[src/rtl/fpa_share_ctrl.sv]
// Shares one fixed-latency FP12 four-input adder between N requesters: round-robin issue,
// tag pipe aligned to the adder latency, and a credit-protected in-order response FIFO.
module fpa_share_ctrl #(
    parameter int N         = 4,
    parameter int IDW       = 2,
    parameter int FPA_LAT   = 7,
    parameter int RSP_DEPTH = 8
) (
    input  logic              clk,
    input  logic              reset_n,
    input  logic              en,
    input  logic [N-1:0]      req_valid,
    output logic [N-1:0]      req_ready,
    input  logic [N*12-1:0]   req_a,
    input  logic [N*12-1:0]   req_b,
    input  logic [N*12-1:0]   req_c,
    input  logic [N*12-1:0]   req_d,
    output logic              fpa_pushin,
    output logic [11:0]       fpa_a,
    output logic [11:0]       fpa_b,
    output logic [11:0]       fpa_c,
    output logic [11:0]       fpa_d,
    input  logic              fpa_pushout,
    input  logic [11:0]       fpa_z,
    output logic              rsp_valid,
    input  logic              rsp_ready,
    output logic [IDW-1:0]    rsp_id,
    output logic [11:0]       rsp_z,
    output logic              idle,
    output logic              err
);
    localparam int CW = $clog2(RSP_DEPTH + 1);
    localparam int PW = $clog2(RSP_DEPTH);
    localparam int TS = FPA_LAT + 2;

    logic [IDW-1:0]          rr_ptr_q;
    logic [CW-1:0]           inflight_q, inflight_d;
    logic [CW-1:0]           count_q, count_d;
    logic [PW-1:0]           wr_ptr_q, rd_ptr_q;
    logic [TS-1:0]           tag_v_q;
    logic [TS-1:0][IDW-1:0]  tag_id_q;
    logic                    pushin_q;
    logic [11:0]             a_q, b_q, c_q, d_q;
    logic                    err_q;
    logic [IDW-1:0]          mem_id [RSP_DEPTH];
    logic [11:0]             mem_z  [RSP_DEPTH];

    logic                    issue_ok, grant_found, accept, push, pop;
    logic [IDW-1:0]          grant_id, scan_id;

    function automatic logic [PW-1:0] ptr_inc(input logic [PW-1:0] p);
        return (p == PW'(RSP_DEPTH - 1)) ? '0 : p + 1'b1;
    endfunction

    // Credits count every op that still needs a FIFO slot, so a push can never find it full
    // without a simultaneous pop.
    assign issue_ok = en && (({1'b0, inflight_q} + {1'b0, count_q}) < (CW+1)'(RSP_DEPTH));

    always_comb begin
        grant_found = 1'b0;
        grant_id    = '0;
        scan_id     = '0;
        for (int k = 0; k < N; k++) begin
            scan_id = IDW'((int'(rr_ptr_q) + k) % N);
            if (!grant_found && req_valid[scan_id]) begin
                grant_found = 1'b1;
                grant_id    = scan_id;
            end
        end
    end

    assign accept = issue_ok && grant_found;

    always_comb begin
        req_ready = '0;
        if (accept) begin
            req_ready[grant_id] = 1'b1;
        end
    end

    // The last tag stage lines up with the cycle the adder drives pushout for that op.
    assign push = fpa_pushout && tag_v_q[TS-1];
    assign pop  = (count_q != '0) && rsp_ready;

    always_comb begin
        inflight_d = inflight_q;
        case ({accept, push})
            2'b10:   inflight_d = inflight_q + 1'b1;
            2'b01:   inflight_d = inflight_q - 1'b1;
            default: inflight_d = inflight_q;
        endcase
        count_d = count_q;
        case ({push, pop})
            2'b10:   count_d = count_q + 1'b1;
            2'b01:   count_d = count_q - 1'b1;
            default: count_d = count_q;
        endcase
    end

    always_ff @(posedge clk) begin
        if (!reset_n) begin
            rr_ptr_q   <= '0;
            inflight_q <= '0;
            count_q    <= '0;
            wr_ptr_q   <= '0;
            rd_ptr_q   <= '0;
            tag_v_q    <= '0;
            tag_id_q   <= '0;
            pushin_q   <= 1'b0;
            a_q        <= '0;
            b_q        <= '0;
            c_q        <= '0;
            d_q        <= '0;
            err_q      <= 1'b0;
        end else begin
            pushin_q   <= accept;
            tag_v_q    <= {tag_v_q[TS-2:0], accept};
            tag_id_q   <= {tag_id_q[TS-2:0], grant_id};
            inflight_q <= inflight_d;
            count_q    <= count_d;
            if (accept) begin
                rr_ptr_q <= (grant_id == IDW'(N - 1)) ? '0 : grant_id + 1'b1;
                a_q      <= req_a[int'(grant_id)*12 +: 12];
                b_q      <= req_b[int'(grant_id)*12 +: 12];
                c_q      <= req_c[int'(grant_id)*12 +: 12];
                d_q      <= req_d[int'(grant_id)*12 +: 12];
            end
            if (push) begin
                wr_ptr_q <= ptr_inc(wr_ptr_q);
            end
            if (pop) begin
                rd_ptr_q <= ptr_inc(rd_ptr_q);
            end
            if (fpa_pushout ^ tag_v_q[TS-1]) begin
                err_q <= 1'b1;
            end
        end
    end

    always_ff @(posedge clk) begin
        if (push) begin
            mem_id[wr_ptr_q] <= tag_id_q[TS-1];
            mem_z[wr_ptr_q]  <= fpa_z;
        end
    end

    assign fpa_pushin = pushin_q;
    assign fpa_a      = a_q;
    assign fpa_b      = b_q;
    assign fpa_c      = c_q;
    assign fpa_d      = d_q;
    assign rsp_valid  = (count_q != '0);
    assign rsp_id     = mem_id[rd_ptr_q];
    assign rsp_z      = mem_z[rd_ptr_q];
    assign idle       = (inflight_q == '0) && (count_q == '0);
    assign err        = err_q;

endmodule

[config.mk]
export PLATFORM = sky130hd
export DESIGN_NAME = fpa_share_ctrl
export DESIGN_NICKNAME = d
export VERILOG_FILES = /design/src/rtl/fpa_share_ctrl.sv
export SDC_FILE = /design/constraint.sdc
export NUM_CORES = 1
export LEC_CHECK = 0
export CORE_AREA = 2 2 124 186
export CTS_BUF_LIST = sky130_fd_sc_hd__clkbuf_16
export DETAILED_ROUTE_END_ITERATION = 8
export DIE_AREA = 0 0 126 188
export PLACE_DENSITY = 0.75
export SLEW_MARGIN = 20
export SYNTH_ARGS = -nofsm -noshare
export SYNTH_HDL_FRONTEND = slang
export SYNTH_SLANG_ARGS = --single-unit
[constraint.sdc]
create_clock -name clk -period 2.98 [get_ports clk]
set_input_delay 0.745 -clock clk [delete_from_list [all_inputs] [get_ports clk]]
set_output_delay 0.745 -clock clk [all_outputs]
set_load 0.01 [all_outputs]
==> results of run 1 <==
cell families after synthesis:
group	count (synthesis)	share of synthesized area
buf+inv	49	0.0363
compound gates	77	0.0811
flops	207	0.578
xor+xnor	6	0.00578
simple gates	135	0.0770
mux	140	0.194
fa+ha+maj	19	0.0269
synth_stat cells, types with 5 or more instances:
| library cell | instances | area share |
|---|---|---|
| sky130_fd_sc_hd__edfxtp_1 | 112 | 0.37 |
| sky130_fd_sc_hd__mux2i_1 | 98 | 0.11 |
| sky130_fd_sc_hd__dfxtp_1 | 95 | 0.21 |
| sky130_fd_sc_hd__nand2_1 | 59 | 0.024 |
| sky130_fd_sc_hd__and2_1 | 36 | 0.025 |
| sky130_fd_sc_hd__mux4_2 | 28 | 0.069 |
| sky130_fd_sc_hd__o221ai_1 | 27 | 0.026 |
| sky130_fd_sc_hd__o221ai_2 | 21 | 0.035 |
| sky130_fd_sc_hd__ha_1 | 18 | 0.025 |
| sky130_fd_sc_hd__buf_2 | 17 | 0.0093 |
| sky130_fd_sc_hd__mux2_2 | 14 | 0.017 |
| sky130_fd_sc_hd__a21oi_1 | 10 | 0.0055 |
| sky130_fd_sc_hd__inv_1 | 10 | 0.0041 |
| sky130_fd_sc_hd__nor2_1 | 9 | 0.0037 |
| sky130_fd_sc_hd__clkbuf_1 | 7 | 0.0029 |
| sky130_fd_sc_hd__nand2b_1 | 6 | 0.0041 |
| sky130_fd_sc_hd__nor2b_1 | 6 | 0.0041 |
| sky130_fd_sc_hd__nor3_1 | 5 | 0.0027 |
| sky130_fd_sc_hd__o21ai_0 | 5 | 0.0027 |
power groups by stage:
stage	clock [mW]	combinational [mW]	sequential [mW]
2_1_floorplan	0	0.432	3.24
4_1_cts	2.71	1.07	3.15
6_report	2.65	1.05	3.15
5_1_grt	2.82	1.13	3.16
3_3_place_gp	0	1.05	3.21
3_5_place_dp	0	1.06	3.21
layout make-up:
class	instances	area (sq um)
fillers	1825	8920
well taps	276	345
clock inverters	16	194
flip-flops and latches	207	5270
inverters	11	41.3
repair buffers	338	3330
multi-input cells	377	3530
clock buffers	20	500
per-layer routing:
metal  wire length [um]  track usage  share of wire
met5                  0            0              0
met4                643       0.0600          0.027
met3               2270       0.0730          0.094
met2              12500        0.364           0.52
met1               8590        0.209           0.36
metrics by stage:
step	instance area, sq um	instances	util	power [mW]	setup TNS (ns)
final	13200	1245	0.597	6.85	0
after global routing	13200	1245	0.597	7.11	-0.000209
after CTS	13200	1239	0.596	6.93	-0.0214
after detailed placement	12400	1195	0.560	4.27	-7.46
after global placement	12400	1195	0.560	4.26	-4.96
after floorplan	9100	633	-	3.67	0
state kept, by name, indices dropped and copies added, names as in the netlist, 9 cells and up, named ones only:
| name | flops |
|---|---|
| mem_id | 16 |
| fpa_d | 12 |
| fpa_b | 12 |
| fpa_c | 12 |
| tag_id_q | 18 |
| mem_z | 96 |
| tag_v_q | 9 |
| fpa_a | 12 |
worst max-delay path: cells and delay by family, from the launching register on:
family,cells,cell delay [ns]
muxes,2,0.73
DFF,1,0.39
buffers and inverters,3,0.56
worst min-delay path by stage:
stage                   endpoint  depth (start not counted)         start  slack [ns]
floorplan           tag_id_q[10]                          1   tag_id_q[8]        0.41
global placement    tag_id_q[14]                          1  tag_id_q[12]        0.41
detailed placement  tag_id_q[15]                          1  tag_id_q[13]        0.42
CTS                  tag_id_q[7]                          1   tag_id_q[5]        0.44
global route        tag_id_q[11]                          1   tag_id_q[9]        0.44
finish               tag_id_q[7]                          1   tag_id_q[5]        0.43
repair_timing:
| item | in CTS | in global routing |
|---|---|---|
| hold buffers | 0 | 0 |
| gates resized for setup | 39 | 13 |
| buffers inserted | 6 | 6 |
| pin swaps | 1 | 2 |
| setup endpoints to repair | 18 | 10 |
| hold endpoints to repair | 0 | 0 |
| gates cloned | 2 | 0 |
==> summary.md, run 1 <==
The run finished with clean final reports. The via count of the first global-routing pass is 6794, and the sequential area share after synthesis is 0.578. The run gives 283 as the boundary pin count. Sequential group share of total power: 0.460. The starting density of the core came out at 0.411. The remaining global-route overflow is 0, and the number of cells on the worst reg-to-reg path is 12. Counting every instance in the synthesized netlist gives 633. After layout, the minimum clock period comes to 2.93 ns.

The Yosys step of the flow raised 0 warnings. For this run, the leading register cell type out of synthesis is sky130_fd_sc_hd__edfxtp_1. The max-slew violation count was 0. For this design the ratio of total power to cell area is 519 nW/um^2. The overall via count from detail_route was 6418; the HPWL after detailed placement was 17.1 mm.

After the first detailed-routing iteration, the DRC count stood at 346. The number of synthesized register bits was 207; the summed instance area of the synthesized netlist was 9100 sq um. In this run the critical register-to-register path is launched from inflight_q[3]. The internal power of the cells totals 5.30 mW.

The path class of the lowest-slack min-delay path is register to register. The repair_antennas step left the layout with diodes totalling 0. The required time at the worst-slack endpoint is 2.24 ns, and the TritonCTS buffer count is 20. Synthesis produced a netlist with a net count of 865. The average instance in the mapped netlist occupies 14.4 sq um.

The logs give 92 for the maximum number of pins on one net before global-route repair and 0 for the final hold violation count. The total global-route track usage came out at 0.198. The die is 126 um wide. Walking the worst path, the cells encountered are buf_16 -> buf_4 -> mux4_2 -> mux2_2 -> dlygate4sd2_1. The worst register-to-register path has a setup slack of 0.24 ns.

The launching element type of the critical path is a register. The floorplan step defined a die boundary enclosing 23700 sq um. Most common cell after layout, fill and taps aside: sky130_fd_sc_hd__clkdlybuf4s50_1. Before antenna repair, the detailed router went through 4 iterations. The tightest slew margin relative to the limit is 0.547, and the clock tree buffer depth is 3. STA classifies the critical path endpoint as an output pin. Summed over all nets, the switching power comes to 1.55 mW. The run gives 207 as the total number of clock tree sinks. The floorplan has 67 rows. In this run the worst path has a maximum fanout of 13.

Following the worst setup path forward leads to its endpoint at rsp_z[7]. The area added between synthesis and finish is 45.1%, and the share of cells above drive strength 1 is 0.178. Dividing the detail-routed wire length by the instance count gives 19.3 um. TritonCTS built the clock tree.

For this design the static power due to leakage is 4.83 nW. In this design, the stage delay of the slowest critical-path cell is 0.47 ns. After floorplanning, the core was sized to cover 22100 sq um. The first-pass GRT wire length came out at 36.6 mm.

The post-place setup slack is -0.504 ns, and the clock slew seen by the registers of the worst setup and hold paths is 0.06 ns. Once detail routing completed, the nets flagged for antenna violations numbered 0. The clock network fraction of design power came out at 0.386.

On the critical path, the stage with the largest delay is an instance of sky130_fd_sc_hd__mux4_2. The destination of the worst register-to-register timing path is inflight_q[3]. The switching power share of the total works out to 0.226. At the pin with the least slew margin, the transition time is 0.679 ns. The final worst clock skew is 0.0151 ns. The maximum frequency from static timing analysis was 342 MHz; the post-layout worst setup margin was 0.0542 ns. The aggregate routed wire length was 24.0 mm; the count of final setup violators was 0. Category of the most critical setup path: register to output pin. The period utilization is 0.982. The tools report the final-stage net count as 1187. The fraction of registers with async set/reset is 0.

For the number of antenna violations at the first check in global routing, the log shows 0. Clock latency on the worst-skew pair, taken at its later pin, is 0.49 ns. Max-cap violations in this run came to 0. In the routed design, unresolved DRC markers number 0.

During placement, the flow inserted port buffers numbering 282. The number of synthesized flops with an enable pin was 112. The tools report the final hold slack as 0.432 ns.

The worst supply voltage drop on vdd is 0.000394 V. The root buffer cell chosen for the clock tree is sky130_fd_sc_hd__clkbuf_16. Dividing the detail-routed via count by the number of cells gives 5.16.

The tools report the data arrival time of the worst path as 2.18 ns. The run gives 0.153 as the portion of total power attributed to combinational logic. The maximum level of the CTS H-tree was 1.

The tools report the final weighted congestion in routability-driven placement as 0.807. The top cell types in the final layout, fill and taps aside, are sky130_fd_sc_hd__clkdlybuf4s50_1, sky130_fd_sc_hd__edfxtp_1, sky130_fd_sc_hd__mux2i_1. The number of different library cells used by synthesis comes to 45. The height of the die works out to 188 um.
No activity file was read; power rests on OpenSTA's default activity.
==> run 2: changes to the inputs <==
==> constraint.sdc (replaced) <==
create_clock -name clk -period 2.98 [get_ports clk]
set_input_delay 0.596 -clock clk [delete_from_list [all_inputs] [get_ports clk]]
set_output_delay 0.596 -clock clk [all_outputs]
set_load 0.01 [all_outputs]
==> summary.md, run 2 (synthesized netlist as in run 1, its figures left out) <==
The boundary pin count came out at 283. The maximum frequency from static timing analysis is 345 MHz. The placed instance area is 12300 sq um, and the area added between synthesis and finish is 44.1%. The run gives 0.0148 ns as the final worst clock skew. Shortest period the worst path allows: 2.90 ns. Period utilization: 0.973. The worst setup path is of the register to output pin kind. Register with the most flip-flops: mem_z. The tightest min-delay check is of the register to register type. In this run the standard cell core region covers 22100 sq um. The cell depth of the worst hold path came out at 1. The tools report the final hold violation count as 0. Counting both buffers and inverters, the worst setup path holds a total of 2.

The run gives 42 as the maximum number of pins on one net before global-route repair. The flip-flop count of the largest register after layout is 96, and the cell area power density is 513 nW/um^2. The top cell types in the final layout, fill and taps aside, are sky130_fd_sc_hd__clkdlybuf4s50_1, sky130_fd_sc_hd__edfxtp_1, sky130_fd_sc_hd__mux2i_1. The first detailed-routing pass took 4 iterations.

After clock tree synthesis, the flow added hold-fix buffers numbering 0. The TritonCTS buffer count was 20; the actual slew at the worst max-slew pin was 0.464 ns. After global routing the overflow that remains totals 0. The tools report the final instance area as 13100 sq um. The register-to-register setup slack came out at 0.28 ns.

Data on the critical path arrives at its endpoint at 2.30 ns. For the tightest slew margin relative to the limit, the log shows 0.691. The design draws 6.74 mW.

The tools report the max-slew violation count as 0. Via count of the first global-routing pass: 6805. The combined area of the multi-input logic cells is 3530 sq um.

The aggregate negative setup slack is 0 ns, and the clock tree buffer depth is 3. The required time at the worst-slack endpoint is 2.38 ns, and the number of cells on the worst reg-to-reg path is 10. TritonCTS built the clock tree. Source of the worst hold timing path: tag_v_q[2].

For the reported leakage power, the log shows 4.76 nW. The worst hold path terminates at tag_v_q[3]. The maximum level of the CTS H-tree came out at 1.

In this run the worst path has a maximum fanout of 12. The clock latency reported for the late side of the worst-skew pair was 0.49 ns. The type of destination of the critical path is an output pin.

Via-per-instance ratio: 5.21. The run finished with clean final reports. The height of the die was 188 um. The launching element type of the critical path is a register. The run gives 23700 sq um as the floorplan die area. Dividing the detail-routed wire length by the instance count gives 19.4 um.

Slowest cell on the critical path: sky130_fd_sc_hd__mux4_2. The tools report the total number of clock tree sinks as 207. The congestion estimate from routability-driven global placement came to 0.829.

The tools report the launch point of the worst reg-to-reg path as count_q[0]. Starting density of the core: 0.411. The overall via count from detail_route is 6433. The area of all sequential standard cells was 5270 sq um; the worst supply voltage drop on vdd was 0.000319 V. The tools report the HPWL after detailed placement as 17.4 mm. Across the run, the number of max-cap violations was 0. The root buffer cell was sky130_fd_sc_hd__clkbuf_16. For this run, design rule violations remaining after detail routing come to 0.

Walking the worst path, the cells encountered are buf_16 -> mux4_2 -> mux2_2 -> clkdlybuf4s50_1. Port buffering added 282 buffers. The die width was 126 um.

In the final layout, the registers with the most flip-flops are mem_z x96, tag_id_q x18, mem_id x16. 0 antenna diodes ended up in the layout. The first global-routing pass estimated 36.7 mm of wire. The routed design has 23.9 mm of wire. The final-stage net count is 1178, and the share of cells above drive strength 1 is 0.162.

The detail route stage leaves a number of antenna-violating nets equal to 0. Clock slew seen by the registers of the worst setup and hold paths: 0.07 ns. After the first detailed-routing iteration, the DRC count stood at 309.

The destination of the worst register-to-register timing path is count_q[3]. The tools report the total global-route track usage as 0.198. The number of antenna violations at the first check in global routing was 0.

Count of final setup violators: 0. The number of fillers in the final layout came out at 1792. Kind of cell adding the most delay to the critical path: multiplexers.

The maximum cell stage delay along the critical path came out at 0.49 ns. The floorplan has 67 rows. The most common cell after layout, fill and taps aside is sky130_fd_sc_hd__clkdlybuf4s50_1.
==> run 2: cell count changes in the layout (fill, tap and decap cells not counted), moves of 2 or more <==
| cell | change |
|---|---|
| sky130_fd_sc_hd__clkdlybuf4s50_1 | +9 |
| sky130_fd_sc_hd__buf_4 | -7 |
| sky130_fd_sc_hd__clkdlybuf4s15_1 | -7 |
| sky130_fd_sc_hd__clkbuf_2 | -6 |
| sky130_fd_sc_hd__clkinvlp_4 | +4 |
| sky130_fd_sc_hd__dlymetal6s2s_1 | +3 |
| sky130_fd_sc_hd__bufinv_16 | -2 |
| sky130_fd_sc_hd__clkinvlp_2 | -2 |
| sky130_fd_sc_hd__dlygate4sd2_1 | +2 |
| sky130_fd_sc_hd__inv_1 | -2 |
==> run 2: what timing repair did <==
action | in CTS | in global routing
pin swaps | 1 | 1
resized for setup | 13 | 5
setup endpoints to repair | 18 | 11
setup buffers | 1 | 9
cloned | 1 | 0
==> run 2: layout make-up <==
cell class                      count  share of cell area
Timing Repair Buffer              329               0.249
Clock inverter                     14              0.0105
Tap cell                          276              0.0263
Inverter                           11             0.00315
Multi-Input combinational cell    377               0.269
Sequential cell                   207               0.402
Clock buffer                       21              0.0401
==> run 2: where the power goes <==
group	total, mW	internal (mW)	switching [mW]
logic	1.05	0.628	0.427
clock network	2.53	1.46	1.06
registers	3.15	3.09	0.0629
total	6.74	5.18	1.55
==> run 2: how the worst max path moves through the flow <==
stage                               end  slack (ns)  depth (start not counted)
after global routing       req_ready[3]       -0.01                          9
final                          rsp_z[9]        0.08                          4
after detailed placement  inflight_q[2]       -0.21                         11
after CTS                     rsp_id[0]      0.0002                          4
after global placement     req_ready[2]       -0.15                          9
after floorplan           inflight_q[2]        0.28                         11
==> run 2: through the flow <==
stage / hold slack [ns] / worst slack, ns / utilization / cells
after floorplan: 0.412 / 0.278 / - / 633
after global placement: 0.413 / -0.154 / 0.558 / 1189
after detailed placement: 0.420 / -0.207 / 0.558 / 1189
after CTS: 0.439 / 0.000192 / 0.589 / 1226
after global routing: 0.449 / -0.0112 / 0.593 / 1235
final: 0.433 / 0.0803 / 0.593 / 1235
==> run 2: layer usage <==
metal | part of all wire | global-route usage | wire length [um]
met5 | 0 | 0 | 0
met4 | 0.026 | 0.0613 | 620
met3 | 0.079 | 0.0534 | 1880
met2 | 0.53 | 0.370 | 12600
met1 | 0.37 | 0.216 | 8820
